**config.mk**
```make
export PLATFORM = sky130hd
export DESIGN_NAME = axi_fifo64_to_fifo32_arb
export DESIGN_NICKNAME = d
export VERILOG_FILES = /design/src/rtl/axi_fifo64_to_fifo32_arb_pkg.sv /design/src/rtl/axi_fifo64_to_fifo32_arb_rr_pick.sv /design/src/rtl/axi_fifo64_to_fifo32_arb.sv
export SDC_FILE = /design/constraint.sdc
export NUM_CORES = 1
export LEC_CHECK = 0
export CORE_AREA = 2 2 123 125
export DETAILED_ROUTE_END_ITERATION = 10
export DIE_AREA = 0 0 125 127
export GPL_ROUTABILITY_DRIVEN = 0
export HOLD_SLACK_MARGIN = 0.06
export SLEW_MARGIN = 25
export SYNTH_ARGS = -nofsm -noshare
export SYNTH_HDL_FRONTEND = slang
export SYNTH_HIERARCHICAL = 1
export SYNTH_SLANG_ARGS = --single-unit
```
**constraint.sdc**
```tcl
create_clock -name clk -period 2.4 [get_ports clk]
set_input_delay 0.48 -clock clk [delete_from_list [all_inputs] [get_ports clk]]
set_output_delay 0.48 -clock clk [all_outputs]
set_load 0.05 [all_outputs]
```
**src/rtl/axi_fifo64_to_fifo32_arb_pkg.sv**
```systemverilog
// Shared definitions for the 64-to-32 packet arbiter: FSM encoding, priority modes
// and a constant-width helper.
package axi_fifo64_to_fifo32_arb_pkg;

   typedef enum logic [1:0] {
      ST_IDLE = 2'd0,
      ST_HI   = 2'd1,
      ST_LO   = 2'd2
   } arb_state_e;

   localparam int PRIO_RR    = 0;
   localparam int PRIO_FIXED = 1;

   function automatic int clog2(input int value);
      int r;
      r = 0;
      for (int i = 0; i < 31; i++) begin
         if ((1 << i) < value) r = i + 1;
      end
      return r;
   endfunction

endpackage

```
**src/rtl/axi_fifo64_to_fifo32_arb_rr_pick.sv**
```systemverilog
// Combinational next-grant selection: round-robin starting at ptr_i, or fixed
// priority with index 0 highest.
module arb_rr_pick
   import axi_fifo64_to_fifo32_arb_pkg::*;
#(
   parameter int NUM_PORTS = 4,
   parameter int PRIO      = PRIO_RR,
   parameter int SW        = clog2(NUM_PORTS)
) (
   input  logic [NUM_PORTS-1:0] valid_i,
   input  logic [SW-1:0]        ptr_i,
   output logic [SW-1:0]        pick_o,
   output logic                 any_o
);

   int            idx;
   logic [SW-1:0] idx_s;

   // Scan from the farthest candidate down so the closest valid port wins.
   always_comb begin
      pick_o = '0;
      idx    = 0;
      idx_s  = '0;
      for (int k = NUM_PORTS - 1; k >= 0; k--) begin
         idx   = (PRIO == PRIO_FIXED) ? k : (int'(ptr_i) + k) % NUM_PORTS;
         idx_s = SW'(idx);
         if (valid_i[idx_s]) pick_o = idx_s;
      end
   end

   assign any_o = |valid_i;

endmodule

```
**src/rtl/axi_fifo64_to_fifo32_arb.sv**
```systemverilog
// Packet-granular arbiter feeding NUM_PORTS 64-bit streams into one 32-bit stream,
// upper half first. Define AXI_ARB_PKT_CNT_EN to add per-port packet counters.
module axi_fifo64_to_fifo32_arb
   import axi_fifo64_to_fifo32_arb_pkg::*;
#(
   parameter  int NUM_PORTS = 4,
   parameter  int PRIO      = PRIO_RR,
   localparam int SW        = clog2(NUM_PORTS)
) (
   input  logic                    clk,
   input  logic                    reset,
   input  logic                    clear,
   input  logic [64*NUM_PORTS-1:0] i_tdata,
   input  logic [3*NUM_PORTS-1:0]  i_tuser,
   input  logic [NUM_PORTS-1:0]    i_tlast,
   input  logic [NUM_PORTS-1:0]    i_tvalid,
   output logic [NUM_PORTS-1:0]    i_tready,
   output logic [31:0]             o_tdata,
   output logic [1:0]              o_tuser,
   output logic                    o_tlast,
   output logic                    o_tvalid,
   input  logic                    o_tready,
   output logic [SW-1:0]           o_src
`ifdef AXI_ARB_PKT_CNT_EN
   ,
   output logic [16*NUM_PORTS-1:0] pkt_cnt
`endif
);

   arb_state_e    state_q;
   logic [SW-1:0] grant_q, grant_d;
   logic [SW-1:0] rr_ptr_q, rr_ptr_d;
   logic          any_valid;

   logic [63:0]   data_a [NUM_PORTS];
   logic [2:0]    user_a [NUM_PORTS];
   logic [63:0]   g_data;
   logic [2:0]    g_user;
   logic          g_last, g_valid, g_short;
   logic          ready_sel, hs, last_acc;

   genvar gi;

   arb_rr_pick #(.NUM_PORTS(NUM_PORTS), .PRIO(PRIO), .SW(SW)) u_pick (
      .valid_i (i_tvalid),
      .ptr_i   (rr_ptr_q),
      .pick_o  (grant_d),
      .any_o   (any_valid)
   );

   generate
      for (gi = 0; gi < NUM_PORTS; gi++) begin : g_port
         assign data_a[gi]   = i_tdata[64*gi +: 64];
         assign user_a[gi]   = i_tuser[3*gi +: 3];
         assign i_tready[gi] = ready_sel & (grant_q == SW'(gi));
      end
   endgenerate

   assign g_data  = data_a[grant_q];
   assign g_user  = user_a[grant_q];
   assign g_last  = i_tlast[grant_q];
   assign g_valid = i_tvalid[grant_q];
   // A last word carrying 1..4 bytes fits entirely in the upper half.
   assign g_short = g_last & (g_user != 3'd0) & (g_user <= 3'd4);

   always_comb begin
      o_tdata   = '0;
      o_tuser   = '0;
      o_tlast   = 1'b0;
      o_tvalid  = 1'b0;
      ready_sel = 1'b0;
      case (state_q)
         ST_HI: begin
            o_tdata  = g_data[63:32];
            o_tvalid = g_valid;
            if (g_short) begin
               o_tlast   = 1'b1;
               o_tuser   = g_user[1:0];
               ready_sel = o_tready;
            end
         end
         ST_LO: begin
            o_tdata   = g_data[31:0];
            o_tvalid  = g_valid;
            ready_sel = o_tready;
            o_tlast   = g_last;
            o_tuser   = g_last ? g_user[1:0] : 2'd0;
         end
         default: ;
      endcase
   end

   assign hs       = o_tvalid & o_tready;
   assign last_acc = hs & o_tlast;
   assign rr_ptr_d = (grant_q == SW'(NUM_PORTS - 1)) ? '0 : grant_q + 1'b1;
   assign o_src    = grant_q;

   always_ff @(posedge clk) begin
      if (reset | clear) begin
         state_q  <= ST_IDLE;
         grant_q  <= '0;
         rr_ptr_q <= '0;
      end else begin
         case (state_q)
            ST_IDLE: begin
               if (any_valid) begin
                  grant_q <= grant_d;
                  state_q <= ST_HI;
               end
            end
            ST_HI: begin
               if (hs) state_q <= g_short ? ST_IDLE : ST_LO;
            end
            ST_LO: begin
               if (hs) state_q <= g_last ? ST_IDLE : ST_HI;
            end
            default: state_q <= ST_IDLE;
         endcase
         if (last_acc) rr_ptr_q <= rr_ptr_d;
      end
   end

`ifdef AXI_ARB_PKT_CNT_EN
   generate
      for (gi = 0; gi < NUM_PORTS; gi++) begin : g_cnt
         logic [15:0] cnt_q;
         always_ff @(posedge clk) begin
            if (reset | clear)                         cnt_q <= '0;
            else if (last_acc && grant_q == SW'(gi))   cnt_q <= cnt_q + 16'd1;
         end
         assign pkt_cnt[16*gi +: 16] = cnt_q;
      end
   endgenerate
`endif

endmodule
```
==> flow_metrics.py <==
metrics = {
    "status": {
        "status": "finished, violations left",
        "failed_checks": "negative setup slack",
    },
    "setup_path": {
        "path_max_fanout": 5,
        "ff2ff_setup_slack_ns": -0.14,
        "r2r_start": "o_src[0]",
        "cp-start-kind": "flip-flop",
        "crit_type": "flip-flop to output port",
        "r2r-end": "rr_ptr_q[0]",
        "crit_arrival_ns": 2.16,
        "end_kind": "output port",
        "cp_cell_sequence": "mux4_2, or3_4, a41oi_4, nor2_4, and2_4, buf_12",
        "crit_required_ns": 1.92,
        "cpPeakStageDelay_ns": 0.54,
        "critPathSlowestCell": "mux4_2",
        "ff2ff_path_depth": 10,
    },
    "synth": {
        "async_flop_share_pct": 0,
        "yosysWarnings": 6,
        "ys_seq_area_share_pct": 4.503,
        "yosysTopAreaCellShare_pct": 58.26,
        "netlist_area_mm2": 0.002668,
        "synth_edf_count": 0,
        "ys.flop_type": "dfxtp_1",
        "synth_most_common_cell": "mux4_2",
        "yosysTopAreaCell": "mux4_2",
        "synth_seq_cells": 6,
        "syn_nets": 522,
        "post_synth.cell_area_avg_um2": 11.40,
        "yosys-top-cells-area": "mux4_2 (58%), a22oi_1 (9.0%), nor2b_1 (7.7%), dfxtp_1 (4.5%), ha_1 (3.8%)",
        "syn_inst": 234,
        "post_synth_num_cell_types": 31,
        "synthTopCellsByCount": "mux4_2 (69), nor2b_1 (33), a22oi_1 (32), clkbuf_1 (15), nand2_1 (10)",
    },
    "timing": {
        "setup_violations": 41,
        "timing.final.crit_share_pct": 110.0,
        "setup_ws_ns": -0.2411,
        "period_minus_slack_ns": 2.641,
        "fin_hold_ws_ns": 0.5178,
        "finalHoldViolations": 0,
        "max_freq_ghz": 0.3786,
        "slew_violations": 0,
        "slew_headroom_pct": 77.90,
        "rsz0062_at_grt": "true",
        "tightest_slew_ns": 0.3315,
        "finalClockSkew_ns": 0.001154,
    },
    "run": {
        "drv_cap": 0,
    },
    "detailed_routing": {
        "drt_pre_antenna_iters": 4,
        "wl_mm": 16.23,
        "drc": 0,
        "drt_iter0_markers": 106,
        "avgViaCountPerCell": 4.777,
        "postRouteAntennaNets": 0,
        "wl_per_cell_um": 21.81,
        "vias": 3554,
    },
    "power": {
        "p_clk_share_pct": 20.0,
        "p_leak_uw": 0.002260,
        "vdd_drop_max_uv": 148.9,
        "p_sw_share_pct": 28.94,
        "p_comb_share_pct": 72.7,
        "p_per_area_mw_per_mm2": 210.5,
        "p_seq_share_pct": 7.4,
        "intPower_uw": 1023,
        "switching_power_uw": 416.7,
        "power_uw": 1440,
    },
    "global_route": {
        "grt_pass1_vias": 4069,
        "overflow": 0,
        "antenna_found_initial": 4,
        "grt_pass1_wl_mm": 23.65,
        "grt_max_degree": 43,
        "track_usage_pct": 19.18,
    },
    "placement": {
        "dpl_cell_area_mm2": 0.006449,
        "dpl.hpwl_mm": 13.63,
        "port-buffer-count": 321,
        "dp_slack_ns": -0.6282,
    },
    "floorplan": {
        "die_w_um": 125,
        "die_h_um": 127,
        "initial_core_util_pct": 18.49,
        "num_rows": 44,
        "die_area_mm2": 0.01588,
        "core_region_area_mm2": 0.01442,
        "io_pins": 322,
    },
    "worst_hold_path": {
        "hold_end": "state_q[1]",
        "hold_path.startpoint": "state_q[1]",
        "min_path_type": "flip-flop to flip-flop",
        "whs_path_depth": 2,
    },
    "clock_tree": {
        "htree_levels": 1,
        "cts_tree": "yes",
        "clock_path_buffers": 2,
        "postCtsHoldBufs": 0,
        "clk_pin_slew_ns": 0.04,
        "cts_buffers": 3,
        "cts.sinks": 6,
        "clock_latency_ns": 0.23,
        "root_buffer": "clkbuf_16",
    },
    "final_layout": {
        "utilization_pct": 47.43,
        "final_layout_size_suffix_gt1_share_pct": 38.60,
        "layout.nets": 846,
        "final_area_mm2": 0.006842,
        "areaGrowthSynthToFinish_pct": 156.5,
    },
}
worst max-delay path: cells and delay by family, from the launching register on:
family / cells / cell delay [ns]
AOI/OAI and AO/OA: 1 / 0.19
buffers and inverters: 1 / 0.14
DFF: 1 / 0.38
muxes: 1 / 0.54
and+or+nand+nor: 3 / 0.67
area by class of cell:
type	count	area (µm²)
fillers	1348	7582
repair buffers	346	3521
multi-input cells	196	2858
well taps	184	230.2
flip-flops and latches	6	127.6
clock buffers	4	78.83
inverters	5	18.77
diodes	3	7.507
how the worst max path moves through the flow:
stage	startpoint	end	slack [ns]	cells after the start
2_1_floorplan	o_src[0]	o_tuser[0]	-0.19	6
6_report	o_src[0]	i_tready[0]	-0.24	6
5_1_grt	o_src[0]	i_tready[0]	-0.30	6
4_1_cts	o_src[0]	i_tready[2]	-0.26	6
3_5_place_dp	i_tuser[11]	i_tready[2]	-0.63	7
3_3_place_gp	i_tuser[11]	i_tready[0]	-0.62	7
layout by cell type, fill, tap and decap left out, types with 4 or more instances in the layout:
cell,synthesis,final
a22oi_1,32,8
mux4_2,69,69
a22oi_2,0,24
a21oi_1,6,5
buf_12,0,9
clkbuf_16,0,4
dfxtp_1,6,4
nand2_1,10,10
ha_1,8,6
nor2b_4,0,32
clkdlybuf4s15_1,0,9
and2_4,0,6
buf_4,0,48
clkdlybuf4s50_1,0,267
nor2_1,9,7
inv_1,5,5
power groups by stage:
stage	registers (µW)	clock network [µW]	logic (µW)
global route	107	292	1100
finish	106	287	1050
floorplan	111	0	413
global placement	107	0	978
detailed placement	108	0	989
CTS	106	289	1040
per-layer routing:
layer | vias up | routed length (µm) | GRT usage, %
li1 | 1633 | - | -
met1 | 1739 | 6059 | 21.45
met2 | 164 | 8826 | 37.24
met3 | 16 | 1053 | 4.397
met4 | 2 | 270 | 3.725
met5 | - | 16 | 0
kinds of logic after synthesis:
group	share of synthesized area, %
muxes	59.01
buffers and inverters	4.972
DFF	4.503
and+or+nand+nor	14.78
adders and majority gates	3.752
AOI/OAI and AO/OA	12.99
flip-flops by register name, summed over array words and instances (netlist names):
signal    cells
o_src         2
rr_ptr_q      2
state_q       2
through the flow:
| stage | std cells | TNS, ns |
|---|---|---|
| 2_1_floorplan | 234 | -2.551 |
| 3_5_place_dp | 731 | -4.739 |
| 5_1_grt | 743 | -8.229 |
| 6_report | 744 | -5.293 |
| 4_1_cts | 738 | -5.783 |
| 3_3_place_gp | 731 | -4.348 |
what timing repair did:
| action | in CTS | in global routing |
|---|---|---|
| endpoints found under the setup margin | 41 | 41 |
| gates resized for setup | 55 | 8 |
| setup buffers | 2 | 2 |
| cloned | 2 | 1 |
| pin swaps | 6 | 3 |
(Power assumes the default switching activity.)
